--- src/rtl/dfb_bus_pkg.sv ---
// Shared encodings for the 68030 bus-termination logic: FSM states,
// port-size codes and the DSACK pattern each port size answers with.
package dfb_bus_pkg;

  typedef enum logic [2:0] {
    ST_IDLE,
    ST_WAIT,
    ST_EXTWAIT,
    ST_UNCLAIMED,
    ST_ACK,
    ST_BERR,
    ST_HOLD
  } seq_state_t;

  localparam logic [1:0] PS_32 = 2'b00;
  localparam logic [1:0] PS_16 = 2'b01;
  localparam logic [1:0] PS_8  = 2'b10;

  localparam logic [1:0] DS_32   = 2'b00;
  localparam logic [1:0] DS_16   = 2'b01;
  localparam logic [1:0] DS_8    = 2'b10;
  localparam logic [1:0] DS_NONE = 2'b11;

  // Code 2'b11 is a legacy alias for a 16-bit port.
  function automatic logic [1:0] ds_pattern(input logic [1:0] ps);
    case (ps)
      PS_32:   return DS_32;
      PS_16:   return DS_16;
      PS_8:    return DS_8;
      default: return DS_16;
    endcase
  endfunction

endpackage

--- src/rtl/dsack_sequencer_if.sv ---
// CPU-side bus signals seen by the termination engine; master is the
// 68030/decoder side, slave is the sequencer.
interface dsack_sequencer_if #(
  parameter int NREG = 4
);
  logic            AS;
  logic [NREG-1:0] HIT;
  logic            SLOW;
  logic [NREG-1:0] EXT_ACK;
  logic            BERR_EN;
  logic            CLR_FLAG;
  logic [1:0]      DSACK;
  logic            BERR;
  logic            BUSY;
  logic            TO_FLAG;
  logic [2:0]      REGION;

  modport master (
    output AS, HIT, SLOW, EXT_ACK, BERR_EN, CLR_FLAG,
    input  DSACK, BERR, BUSY, TO_FLAG, REGION
  );

  modport slave (
    input  AS, HIT, SLOW, EXT_ACK, BERR_EN, CLR_FLAG,
    output DSACK, BERR, BUSY, TO_FLAG, REGION
  );
endinterface

--- src/rtl/ack_sync.sv ---
// Two-flop synchroniser for asynchronous acknowledge inputs; a raw change
// becomes visible to the sampling logic two clock edges later.
module ack_sync #(
  parameter int W = 1
) (
  input  logic         CPUCLK,
  input  logic         RESET,
  input  logic [W-1:0] d,
  output logic [W-1:0] q
);

  logic [W-1:0] meta;

  always_ff @(posedge CPUCLK or posedge RESET) begin
    if (RESET) begin
      meta <= '0;
      q    <= '0;
    end else begin
      meta <= d;
      q    <= meta;
    end
  end

endmodule

--- src/rtl/dsack_sequencer.sv ---
// Bus-cycle termination engine: turns decoded region hits into registered
// DSACK/BERR using per-region wait tables or a timed external acknowledge.
module dsack_sequencer
  import dfb_bus_pkg::*;
#(
  parameter int                   NREG       = 4,
  parameter int                   WS_W       = 4,
  parameter logic [NREG*WS_W-1:0] WAITS_FAST = '0,
  parameter logic [NREG*WS_W-1:0] WAITS_SLOW = '0,
  parameter logic [NREG*2-1:0]    PORT       = '0,
  parameter logic [NREG-1:0]      MODE       = '0,
  parameter int                   TO_W       = 7,
  parameter int                   TIMEOUT    = 64
) (
  input logic               CPUCLK,
  input logic               RESET,
  dsack_sequencer_if.slave  bus
);

  // One counter serves both the wait countdown and the timeout count.
  localparam int CNT_W = (WS_W > TO_W) ? WS_W : TO_W;
  localparam logic [CNT_W-1:0] TO_LAST = CNT_W'(TIMEOUT - 1);

  seq_state_t       state_q, state_d;
  logic [CNT_W-1:0] cnt_q, cnt_d, cnt_inc;
  logic [2:0]       region_q, region_d;
  logic [1:0]       port_q, port_d;
  logic [1:0]       dsack_q;
  logic             berr_q;
  logic             to_flag_q;

  logic [NREG-1:0]  ext_ack_s;
  logic             ext_ack_sel;
  logic             hit_found;
  logic             hit_mode;
  logic [2:0]       hit_idx;
  logic [1:0]       hit_port;
  logic [WS_W-1:0]  hit_wait;

  ack_sync #(.W(NREG)) u_ack_sync (
    .CPUCLK (CPUCLK),
    .RESET  (RESET),
    .d      (bus.EXT_ACK),
    .q      (ext_ack_s)
  );

  // Lowest-index hit wins, so scan downwards and let later matches overwrite.
  always_comb begin
    hit_found = 1'b0;
    hit_idx   = '0;
    hit_port  = PS_32;
    hit_mode  = 1'b0;
    hit_wait  = '0;
    for (int i = NREG - 1; i >= 0; i--) begin
      if (bus.HIT[i]) begin
        hit_found = 1'b1;
        hit_idx   = 3'(i);
        hit_port  = PORT[i*2 +: 2];
        hit_mode  = MODE[i];
        hit_wait  = bus.SLOW ? WAITS_SLOW[i*WS_W +: WS_W] : WAITS_FAST[i*WS_W +: WS_W];
      end
    end
    ext_ack_sel = 1'b0;
    for (int i = 0; i < NREG; i++) begin
      if (region_q == 3'(i)) ext_ack_sel = ext_ack_s[i];
    end
  end

  assign cnt_inc = (cnt_q == '1) ? cnt_q : cnt_q + CNT_W'(1);

  always_comb begin
    state_d  = state_q;
    cnt_d    = cnt_q;
    region_d = region_q;
    port_d   = port_q;
    case (state_q)
      ST_IDLE: begin
        if (!bus.AS) begin
          if (hit_found) begin
            region_d = hit_idx;
            port_d   = hit_port;
            if (hit_mode) begin
              state_d = ST_EXTWAIT;
              cnt_d   = '0;
            end else begin
              state_d = ST_WAIT;
              cnt_d   = CNT_W'(hit_wait);
            end
          end else if (bus.BERR_EN) begin
            state_d = ST_UNCLAIMED;
            cnt_d   = '0;
          end else begin
            state_d = ST_HOLD;
          end
        end
      end
      ST_WAIT: begin
        if (cnt_q == '0) state_d = ST_ACK;
        else             cnt_d   = cnt_q - CNT_W'(1);
      end
      ST_EXTWAIT: begin
        if (ext_ack_sel)             state_d = ST_ACK;
        else if (cnt_q == TO_LAST)   state_d = ST_BERR;
        else                         cnt_d   = cnt_inc;
      end
      ST_UNCLAIMED: begin
        if (cnt_q == TO_LAST) state_d = ST_BERR;
        else                  cnt_d   = cnt_inc;
      end
      default: ;
    endcase
    // AS negation ends any cycle, including one about to be acknowledged.
    if (state_q != ST_IDLE && bus.AS) state_d = ST_IDLE;
  end

  always_ff @(posedge CPUCLK or posedge RESET) begin
    if (RESET) begin
      state_q   <= ST_IDLE;
      cnt_q     <= '0;
      region_q  <= '0;
      port_q    <= PS_32;
      dsack_q   <= DS_NONE;
      berr_q    <= 1'b1;
      to_flag_q <= 1'b0;
    end else begin
      state_q   <= state_d;
      cnt_q     <= cnt_d;
      region_q  <= region_d;
      port_q    <= port_d;
      dsack_q   <= (state_d == ST_ACK) ? ds_pattern(port_d) : DS_NONE;
      berr_q    <= (state_d != ST_BERR);
      if (state_d == ST_BERR && state_q != ST_BERR) to_flag_q <= 1'b1;
      else if (bus.CLR_FLAG)                         to_flag_q <= 1'b0;
    end
  end

  assign bus.DSACK   = dsack_q;
  assign bus.BERR    = berr_q;
  assign bus.BUSY    = (state_q != ST_IDLE);
  assign bus.TO_FLAG = to_flag_q;
  assign bus.REGION  = region_q;

endmodule

--- src/flat_wrapper.sv ---
// flat-port wrapper written by rule: the top's interface ports become plain ports
module dsack_sequencer_flat import dfb_bus_pkg::*;
#(
  parameter int                   NREG       = 4,
  parameter int                   WS_W       = 4,
  parameter logic [NREG*WS_W-1:0] WAITS_FAST = '0,
  parameter logic [NREG*WS_W-1:0] WAITS_SLOW = '0,
  parameter logic [NREG*2-1:0]    PORT       = '0,
  parameter logic [NREG-1:0]      MODE       = '0,
  parameter int                   TO_W       = 7,
  parameter int                   TIMEOUT    = 64
)
  (CPUCLK, RESET, bus_AS, bus_HIT, bus_SLOW, bus_EXT_ACK, bus_BERR_EN, bus_CLR_FLAG, bus_DSACK, bus_BERR, bus_BUSY, bus_TO_FLAG, bus_REGION);
  dsack_sequencer_if #(.NREG(NREG)) bus_i ();
  input logic CPUCLK;
  input logic RESET;
  input wire logic [$bits(bus_i.AS)-1:0] bus_AS;
  input wire logic [$bits(bus_i.HIT)-1:0] bus_HIT;
  input wire logic [$bits(bus_i.SLOW)-1:0] bus_SLOW;
  input wire logic [$bits(bus_i.EXT_ACK)-1:0] bus_EXT_ACK;
  input wire logic [$bits(bus_i.BERR_EN)-1:0] bus_BERR_EN;
  input wire logic [$bits(bus_i.CLR_FLAG)-1:0] bus_CLR_FLAG;
  output wire logic [$bits(bus_i.DSACK)-1:0] bus_DSACK;
  output wire logic [$bits(bus_i.BERR)-1:0] bus_BERR;
  output wire logic [$bits(bus_i.BUSY)-1:0] bus_BUSY;
  output wire logic [$bits(bus_i.TO_FLAG)-1:0] bus_TO_FLAG;
  output wire logic [$bits(bus_i.REGION)-1:0] bus_REGION;
  assign bus_i.AS = bus_AS;
  assign bus_i.HIT = bus_HIT;
  assign bus_i.SLOW = bus_SLOW;
  assign bus_i.EXT_ACK = bus_EXT_ACK;
  assign bus_i.BERR_EN = bus_BERR_EN;
  assign bus_i.CLR_FLAG = bus_CLR_FLAG;
  assign bus_DSACK = bus_i.DSACK;
  assign bus_BERR = bus_i.BERR;
  assign bus_BUSY = bus_i.BUSY;
  assign bus_TO_FLAG = bus_i.TO_FLAG;
  assign bus_REGION = bus_i.REGION;
  dsack_sequencer #(.NREG(NREG), .WS_W(WS_W), .WAITS_FAST(WAITS_FAST), .WAITS_SLOW(WAITS_SLOW), .PORT(PORT), .MODE(MODE), .TO_W(TO_W), .TIMEOUT(TIMEOUT)) u_core (.CPUCLK(CPUCLK), .RESET(RESET), .bus(bus_i));
endmodule
--- config.mk ---
export PLATFORM = sky130hd
export DESIGN_NAME = dsack_sequencer_flat
export DESIGN_NICKNAME = d
export VERILOG_FILES = /design/src/rtl/dfb_bus_pkg.sv /design/src/rtl/dsack_sequencer_if.sv /design/src/rtl/ack_sync.sv /design/src/rtl/dsack_sequencer.sv /design/src/flat_wrapper.sv
export SDC_FILE = /design/constraint.sdc
export NUM_CORES = 1
export LEC_CHECK = 0
export CORE_UTILIZATION = 55
export DETAILED_ROUTE_END_ITERATION = 16
export HOLD_SLACK_MARGIN = 0.03
export PLACE_DENSITY = 0.87
export SLEW_MARGIN = 30
export SYNTH_ARGS = -nofsm -noshare
export SYNTH_HDL_FRONTEND = slang
export SYNTH_SLANG_ARGS = --single-unit
--- constraint.sdc ---
create_clock -name CPUCLK -period 4.9 [get_ports CPUCLK]
set_clock_uncertainty 0.2 [all_clocks]
set_input_delay 0.98 -clock CPUCLK [delete_from_list [all_inputs] [get_ports CPUCLK]]
set_output_delay 0.98 -clock CPUCLK [all_outputs]
set_load 0.03 [all_outputs]
==> metrics, run 1 <==
CP Launch Type flip-flop; Clock transition at path regs around 0.14 ns; first-pass GRT wire length a little under 5 mm; clock buffer depth 2; Max Freq 326 MHz; DRC viols 0; R2R setup slack 1.83 ns; top_reg_cell synth dfrtp_1; Die Span X 52.3 µm; outcome finished, final reports clean; min Tclk post-route 3.07 ns; row count 17; die area 2740 µm²; count of different cell masters after synthesis 48; Avg Inst Size Synth roughly 10 µm²; vias per cell 6.44; root buf cell clkbuf_4; via count 1165; gr ovfl total 0; Yosys top cell area share approximately two fifths; DRT iter0 DRCs 44; drt total wl just under 3 mm; maximum fanout along the worst path 12; setup TNS 0 ns; arrival time worst endpoint 3.10 ns; initial antenna violation count 0; io pins 22; vias in the first global route 1130; crit share post-route between 60% and 70%; Rel. slew slack 45.7%; Lkg Pwr 0.000727 µW; max-slew violations 0; routed len/inst ~16 µm; Worst Setup End Kind flip-flop; nets 174; Filler cells 180; most frequent cells in the layout dfrtp_1, clkdlybuf4s50_1, nor2_1, inv_1, nand2_1; RR Startpoint u_core.state_q[1]$_DFF_PP0_; Post CTS Setup Buffer Count 0; antenna viol nets, final 0; CTS Sinks 26; warnings from Yosys 0; Port Buf Inserts 19; hold-fix buffers at CTS 0; Yosys top cell by area dfrtp_1; maximum vdd drop around 0.00043 V; setup violators final 0; H-tree levels 1; pre-CTS setup slack 1.49 ns; asr flop ratio synth 100%; chip height 52.3 µm; CTS Buf Count 3; Critical path origin u_core.state_q[1]$_DFF_PP0_; Hold WC Path Type reg2reg; mapped cell area 1390 µm²; commonest non-fill, non-tap cell in the layout dfrtp_1; MaxCap Viol Count 0; initial core utilization between 60% and 70%; final setup margin 1.83 ns; post-route cell area 1650 µm²; Final HPWL DP 2.20 mm; Slew @ Worst Pin around 0.8 ns; Crit Path Category reg2reg; routability cong. approximately 0.87; 1st-pass router iterations 4; largest net degree at the start of global routing 27; Seq/Total Area, Yosys 47.0%; Core Box Area ~2300 µm²; largest cells by area after synthesis dfrtp_1, dfstp_2, ha_1, nor2_1, a22o_1; synth-to-layout area growth 18.7%; Final Hold Vio Count 0; number of synthesized flops with an enable pin 0; CP Capture Point u_core.cnt_q[6]$_DFFE_PP0P_; Placed Area 1600 µm²; register bit count reported by yosys 26; number of diodes 0; Power Dens Cells 576 nW/µm²; reg-to-reg endpoint u_core.cnt_q[6]$_DFFE_PP0P_; RSZ-0062 raised after global routing no; critical path required time 4.93 ns; register area 654 µm²; CTS resizes 0; Syn Nets 153; GRT Overall Usage 24.5%; layout cells sized above 1 9.15%; cell count of the worst reg-to-reg path 7; worst skew pair latency 0.32 ns; clock tree from TritonCTS built; Multi-input gate area 687 µm²; Cells after Synth ~130
## where the power goes
part	switching, µW	total (µW)	internal (µW)
clock	65.8	149	82.7
combinational	254	472	218
sequential	58.3	332	273
## logic make-up (layout without fill, tap and decap cells)
kind of cell,after synthesis,count (layout),share of synthesized area (%)
muxes,4,4,3.86
DFF,26,26,47.0
other,1,1,0.269
buffers and inverters,12,32,3.68
xor gates and xnor gates,2,2,1.26
AOI/OAI and AO/OA,38,38,21.5
adders and majority gates,6,6,5.93
and+or+nand+nor,44,44,16.5
## Yosys cell counts (all sizes together) (4+ instances only)
library cell and number:
a22o 4, nand2 7, inv 9, or3 4
ha 5, dfrtp 23, o211ai 4, nor2 15
a21oi 5
## routing by layer
metal	part of all wire (%)	vias up	global-route usage, %
met2	51	56	41.1
met4	0.98	0	11.0
met5	0	-	0
li1	-	540	-
met1	42	564	31.5
met3	6.8	5	2.90
## per-stage QoR
step	util (%)	cells	hold slack, ns	power (µW)
after CTS	71.9	181	0.175	948
final	71.9	181	0.171	952
after global placement	69.7	177	0.134	772
after detailed placement	69.7	177	0.144	797
after global routing	71.9	181	0.180	1010
after floorplan	-	133	0.131	668
## worst min path at each step
stage | start | to | slack [ns] | cells past startpoint
4_1_cts | u_core.u_ack_sync.meta[1]$_DFF_PP0_ | u_core.u_ack_sync.q[1]$_DFF_PP0_ | 0.18 | 0
3_5_place_dp | u_core.u_ack_sync.meta[1]$_DFF_PP0_ | u_core.u_ack_sync.q[1]$_DFF_PP0_ | 0.14 | 0
6_report | u_core.u_ack_sync.meta[3]$_DFF_PP0_ | u_core.u_ack_sync.q[3]$_DFF_PP0_ | 0.17 | 0
5_1_grt | u_core.u_ack_sync.meta[1]$_DFF_PP0_ | u_core.u_ack_sync.q[1]$_DFF_PP0_ | 0.18 | 0
3_3_place_gp | u_core.u_ack_sync.meta[1]$_DFF_PP0_ | u_core.u_ack_sync.q[1]$_DFF_PP0_ | 0.13 | 0
2_1_floorplan | u_core.u_ack_sync.meta[0]$_DFF_PP0_ | u_core.u_ack_sync.q[0]$_DFF_PP0_ | 0.13 | 0
## registers in the layout, indices dropped and copies added (netlist names)
register,cells
u_core.u_ack_sync.meta,4
u_core.bus.REGION,2
u_core.bus.BERR,1
u_core.bus.DSACK,2
u_core.bus.TO_FLAG,1
u_core.port_q,2
u_core.state_q,3
u_core.cnt_q,7
u_core.u_ack_sync.q,4
## final cells by class
type                            instances  area share [%]
Clock buffer                            3            1.36
Clock inverter                          1            1.82
Inverter                                9            2.04
Multi-Input combinational cell         95            41.6
Sequential cell                        26            39.6
Tap cell                               28            2.12
Timing Repair Buffer                   19            11.5
## worst max-delay path: stages, from the launching register on
cell and delay, ns:
dfrtp_1 0.57, nand2b_1 0.34, fa_1 0.57, a211o_1 0.33, a2111o_1 0.38, o211ai_1 0.12
mux2i_1 0.23, a21bo_2 0.24
No activity file was read; power rests on OpenSTA's default activity.
==> run 2, diff against run 1 <==
--- a/config.mk
+++ b/config.mk
@@ -5,10 +5,10 @@
 export SDC_FILE = /design/constraint.sdc
 export NUM_CORES = 1
 export LEC_CHECK = 0
-export CORE_UTILIZATION = 55
+export CORE_UTILIZATION = 47
 export DETAILED_ROUTE_END_ITERATION = 16
 export HOLD_SLACK_MARGIN = 0.03
-export PLACE_DENSITY = 0.87
+export PLACE_DENSITY = 0.79
 export SLEW_MARGIN = 30
 export SYNTH_ARGS = -nofsm -noshare
 export SYNTH_HDL_FRONTEND = slang
==> constraint.sdc (replaced) <==
create_clock -name CPUCLK -period 2.5 [get_ports CPUCLK]
set_clock_uncertainty 0.2 [all_clocks]
set_input_delay 0.5 -clock CPUCLK [delete_from_list [all_inputs] [get_ports CPUCLK]]
set_output_delay 0.5 -clock CPUCLK [all_outputs]
set_load 0.03 [all_outputs]
==> run 2 against run 1 <==
  * Wire length increased by 0.14%
  * Critical endpoint unchanged
  * Die area rose by 16%
  * Register-to-register slack worse by 1.8 ns
  * Worst setup slack worse by 1.8 ns
  * Via count rose by 6.0%
  * Critical path depth is the same
  * First-iteration DRC count shrank 18%
  * Clock power is 36% higher
==> metrics, run 2 (synthesis results as in run 1) <==
Worst Setup End Kind flip-flop; DRC viols 0 (unchanged); layout cells sized above 1 23.3% (+14 points); max FFs per register 7 (unchanged); root buf cell clkbuf_4; Final Hold Vio Count 0 (unchanged); max-slew violations 0 (unchanged); synth-to-layout area growth 33.5%; Core Box Area 2780 µm² (+21%); nets 197 (+13%); crit share post-route 97.5% (+35 points); io pins 22 (unchanged); critical path's top delay family compound AO/OA/AOI/OAI gates; Critical Path Max Stage Delay 0.41 ns (-0.16 ns); RR Startpoint u_core.state_q[2]$_DFF_PP0_; drt total wl 2.95 mm (+0.14%); most frequent cells in the layout buf_4, dfrtp_1, clkdlybuf4s50_1, nor2_1, inv_1; Critical path origin u_core.state_q[2]$_DFF_PP0_; vias in the first global route 1214 (+7.4%); hold path startpoint u_core.u_ack_sync.meta[1]$_DFF_PP0_; die area 3180 µm² (+16%); H-tree levels 1 (unchanged); Lkg Pwr 0.000834 µW (+15%); post-route cell area 1860 µm² (+12%); Filler cells 211 (+17%); Clock transition at path regs 0.13 ns (about the same); worst-path cell chain nand2b_4 > fa_2 > a211o_1 > a2111o_1 > o211ai_1 > mux2i_1 > a21bo_2; Crit Path Category reg2reg; CP Launch Type flip-flop; routed len/inst 14.2 µm (-12%); CTS Buf Count 3 (unchanged); number of diodes 0 (unchanged); via count 1235 (+6.0%); initial antenna violation count 0 (unchanged); maximum fanout along the worst path 5 (-7); WHS 0.162 ns (-0.00938 ns); row count 19 (+2); Die Span X 56.4 µm (+7.9%); clock buffer depth 2 (unchanged); antenna viol nets, final 0 (unchanged); chip height 56.4 µm (+7.9%); MaxCap Viol Count 0 (unchanged); Hold WC Path Type reg2reg; initial core utilization 50.1% (-11 points); 1st-pass router iterations 4 (unchanged); biggest regs u_core.cnt_q (7), u_core.u_ack_sync.meta (4), u_core.u_ack_sync.q (4); Placed Area 1770 µm² (+11%); vias per cell 5.97 (-7.3%); largest net degree at the start of global routing 27 (unchanged); RSZ-0062 raised after global routing yes; Multi-input gate area 734 µm² (+6.9%); Reg with most FFs u_core.cnt_q; first-pass GRT wire length 4.93 mm (unchanged); CP bufs+invs 0 (unchanged); arrival time worst endpoint 2.45 ns (-0.65 ns); clock tree from TritonCTS built; routability cong. 0.846 (-2.4%); gr ovfl total 0 (unchanged); Port Buf Inserts 19 (unchanged); Tot Pwr 1940 µW (+100%); min Tclk post-route 2.44 ns (-0.630 ns); slowest CP cell dfrtp_1; Final HPWL DP 2.31 mm (+5.1%); Max Freq 410 MHz (+26%); DRT iter0 DRCs 36 (-18%); critical path required time 2.52 ns (-2.41 ns); GRT Overall Usage 19.6% (-5.0 points); register area 654 µm² (unchanged); Core Util, Final 66.8% (-5.1 points); worst skew pair latency 0.32 ns (about the same); setup violators final 0 (unchanged); CTS Sinks 26 (unchanged); maximum vdd drop 0.000781 V (+80%); outcome finished, final reports clean; Power Dens Cells 1040 nW/µm² (+81%)
==> run 2: routing by layer <==
metal  global-route usage (%)  vias to the layer above  wire length, µm
li1                         -                      586                -
met1                     22.6                      611             1270
met2                     35.8                       32             1540
met3                     5.07                        6              110
met4                     4.88                        0               29
met5                        0                        -                0
==> run 2: worst paths after layout <==
| path | endpoint | slack (ns) | depth (start not counted) |
|---|---|---|---|
| hold reg to reg | u_core.u_ack_sync.q[1]$_DFF_PP0_ | 0.16 | 0 |
| setup reg to reg | u_core.cnt_q[6]$_DFFE_PP0P_ | 0.06 | 7 |
| hold / removal | u_core.u_ack_sync.q[1]$_DFF_PP0_ | 0.16 | 0 |
| min in group asynchronous | u_core.cnt_q[3]$_DFFE_PP0P_ | 0.31 | 3 |
| setup / recovery | u_core.cnt_q[6]$_DFFE_PP0P_ | 0.06 | 7 |
| max in group asynchronous | u_core.bus.DSACK[1]$_DFF_PP1_ | 1.50 | 3 |
==> run 2: cell type report <==
cell class / count / share of cell area (%)
multi-input cells: 95 / 39.5
flip-flops and latches: 26 / 35.2
repair buffers: 42 / 19.4
well taps: 31 / 2.09
clock buffers: 4 / 1.95
inverters: 9 / 1.82
==> run 2: power breakdown <==
| part | total (µW) | leakage, µW | internal [µW] | switching (µW) |
|---|---|---|---|---|
| combinational | 1090 | 0.000495 | 567 | 521 |
| sequential | 652 | 0.000318 | 536 | 116 |
| clock | 203 | 0.0000210 | 89.0 | 113 |
==> run 2: worst register-to-register path, stage by stage, from the launching register on <==
cell and delay [ns]:
dfrtp_1 0.41, nand2b_4 0.18, fa_2 0.35, a211o_1 0.30
a2111o_1 0.37, o211ai_1 0.12, mux2i_1 0.19, a21bo_2 0.22
==> run 2: repair_timing <==
action,CTS,global route
gates resized for setup,1,3
hold buffers,0,0
buffers inserted,2,0
cloned,0,0
endpoints found under the setup margin,2,2
pin swaps,2,2
==> run 2: through the flow <==
| step | TNS, ns | worst slack, ns | std cells |
|---|---|---|---|
| floorplan | 0 | 0.0238 | 133 |
| global placement | -0.894 | -0.233 | 201 |
| detailed placement | -1.22 | -0.265 | 201 |
| CTS | 0 | 0.0185 | 207 |
| global route | -0.0487 | -0.0487 | 207 |
| finish | 0 | 0.0635 | 207 |
==> run 3, diff against run 2 <==
--- a/config.mk
+++ b/config.mk
@@ -5,10 +5,11 @@
 export SDC_FILE = /design/constraint.sdc
 export NUM_CORES = 1
 export LEC_CHECK = 0
-export CORE_UTILIZATION = 47
+export CORE_UTILIZATION = 55
 export DETAILED_ROUTE_END_ITERATION = 16
+export DONT_BUFFER_PORTS = 1
 export HOLD_SLACK_MARGIN = 0.03
-export PLACE_DENSITY = 0.79
+export PLACE_DENSITY = 0.78
 export SLEW_MARGIN = 30
 export SYNTH_ARGS = -nofsm -noshare
 export SYNTH_HDL_FRONTEND = slang
==> run 3 against run 2 <==
  * Core utilization increased by 4.2 points
  * Sequential share of layout area increased by 4.9 points
  * Non-clock buffer count decreased by 25
  * Highest routed layer unchanged
==> metrics, run 3 (synthesis results as in run 1) <==
arrival time worst endpoint 2.47 ns (+0.02 ns); CTS Sinks 26 (unchanged); Worst Setup End Kind flip-flop; commonest non-fill, non-tap cell in the layout dfrtp_1; Hold WC Path Type in2reg; Placed Area 1490 µm² (-16%); max-slew violations 0 (unchanged); worst skew pair latency 0.32 ns (about the same); DRT iter0 DRCs 22 (-39%); via count 1123 (-9.1%); GRT Overall Usage 23.9% (+4.3 points); H-tree levels 1 (unchanged); Multi-input gate area 714 µm² (-2.7%); 1st-pass router iterations 4 (unchanged); row count 17 (-2); drt total wl 2.93 mm (-0.64%); Port Buf Inserts 0 (-19); Die Span X 52.3 µm (-7.3%); Slew @ Worst Pin 0.598 ns; DRC viols 0 (unchanged); R2R setup slack 0.06 ns (about the same); antenna viol nets, final 0 (unchanged); routed len/inst 16.4 µm (+15%); Lkg Pwr 0.000735 µW (-12%); chip height 52.3 µm (-7.3%); RSZ-0062 raised after global routing yes; vias per cell 6.27 (+5.2%); outcome finished, final reports clean; maximum vdd drop 0.000678 V (-13%); Core Box Area 2300 µm² (-17%); Reg with most FFs u_core.cnt_q; first-pass GRT wire length 4.72 mm (-4.2%); DP Cell Count 167 (-17%); Clock transition at path regs 0.14 ns (about the same); largest net degree at the start of global routing 27 (unchanged); MaxCap Viol Count 0 (unchanged); Power Dens Cells 1150 nW/µm² (+9.9%); gr ovfl total 0 (unchanged); number of diodes 0 (unchanged); WHS 0.162 ns (+0.000150 ns); register area 654 µm² (unchanged); max FFs per register 7 (unchanged); Max Freq 411 MHz (about the same); CTS Buf Count 3 (unchanged); io pins 22 (unchanged); setup violators final 0 (unchanged); crit share post-route 97.4% (about the same); clock buffer depth 2 (unchanged); clock tree from TritonCTS built; initial core utilization 60.6% (+11 points); critical path required time 2.54 ns (+0.02 ns); vias in the first global route 1097 (-9.6%); min Tclk post-route 2.44 ns (-0.000663 ns); nets 172 (-13%); Crit Path Category reg2reg; Final Hold Vio Count 0 (unchanged); Non-Filler Instances 179 (-14%); Rel. slew slack 59.9%; CP Launch Type flip-flop; synth-to-layout area growth 17.3%; RR Startpoint u_core.state_q[2]$_DFF_PP0_; initial antenna violation count 0 (unchanged); hold path startpoint bus_HIT[0]; post-route cell area 1630 µm² (-12%); Final HPWL DP 2.11 mm (-8.4%); biggest regs u_core.cnt_q (7), u_core.u_ack_sync.meta (4), u_core.u_ack_sync.q (4); Filler cells 165 (-22%); Core Util, Final 71.1% (+4.2 points); layout cells sized above 1 18.5% (-4.8 points); Critical path origin u_core.state_q[2]$_DFF_PP0_; routability cong. 0.808 (-4.5%); die area 2740 µm² (-14%); root buf cell clkbuf_4; most frequent cells in the layout dfrtp_1, nor2_1, buf_4, inv_1, nand2_1; maximum fanout along the worst path 5 (unchanged)
run 3: cell count changes in the layout (fill, tap and decap cells not counted), moves of 2 or more:
cell and delta:
clkdlybuf4s50_1 -18, buf_4 -12, dlygate4sd3_1 +6, ha_1 +2
ha_4 -2
run 3: final cells by class:
| type | count | share of cell area [%] |
|---|---|---|
| well taps | 28 | 2.15 |
| repair buffers | 17 | 8.74 |
| clock inverters | 1 | 1.84 |
| clock buffers | 3 | 1.38 |
| inverters | 9 | 2.07 |
| flip-flops and latches | 26 | 40.1 |
| multi-input cells | 95 | 43.8 |
run 3: path summary, 6_finish.rpt:
path	to	cells past startpoint
worst min register to register	u_core.u_ack_sync.q[0]$_DFF_PP0_	0
worst min-delay path	u_core.port_q[0]$_DFF_PP0_	3
min in group asynchronous	u_core.cnt_q[2]$_DFFE_PP0P_	3
worst max register to register	u_core.cnt_q[6]$_DFFE_PP0P_	7
worst max-delay path	u_core.cnt_q[6]$_DFFE_PP0P_	7
max in group asynchronous	u_core.bus.DSACK[0]$_DFF_PP1_	3
run 3: worst max-delay path: stages (launching register included):
cell and delay (ns):
dfrtp_1 0.42, nand2b_4 0.18, fa_2 0.35, a211o_1 0.28, a2111o_1 0.37, o211ai_1 0.13
mux2i_1 0.20, a21bo_2 0.23
run 3: what timing repair did:
| item | in CTS | in global routing |
|---|---|---|
| gates resized for setup | 1 | 1 |
| hold buffers | 5 | 1 |
| pin swaps | 3 | 1 |
| hold endpoints to repair | 27 | 1 |
| gates cloned | 0 | 0 |
| setup buffers | 2 | 0 |
| setup endpoints to repair | 1 | 3 |
run 3: per-stage QoR:
stage	TNS, ns	setup slack (ns)	power, µW
floorplan	0	0.0238	1320
global placement	0	0.0325	1480
detailed placement	-0.0696	-0.0444	1520
CTS	0	0.0156	1870
global route	-0.0437	-0.0437	2010
finish	0	0.0641	1870
run 3: where the power goes:
group	switching, µW	internal, µW
registers	153	538
logic	460	435
clock network	127	162
total	740	1140
run 3: metal layers:
layer  part of all wire (%)  up-vias  GRT usage (%)
met4                   0.72        0           7.46
li1                       -      534              -
met5                      0        -              0
met3                    2.5        4           3.77
met2                     54       20           44.3
met1                     42      565           27.6
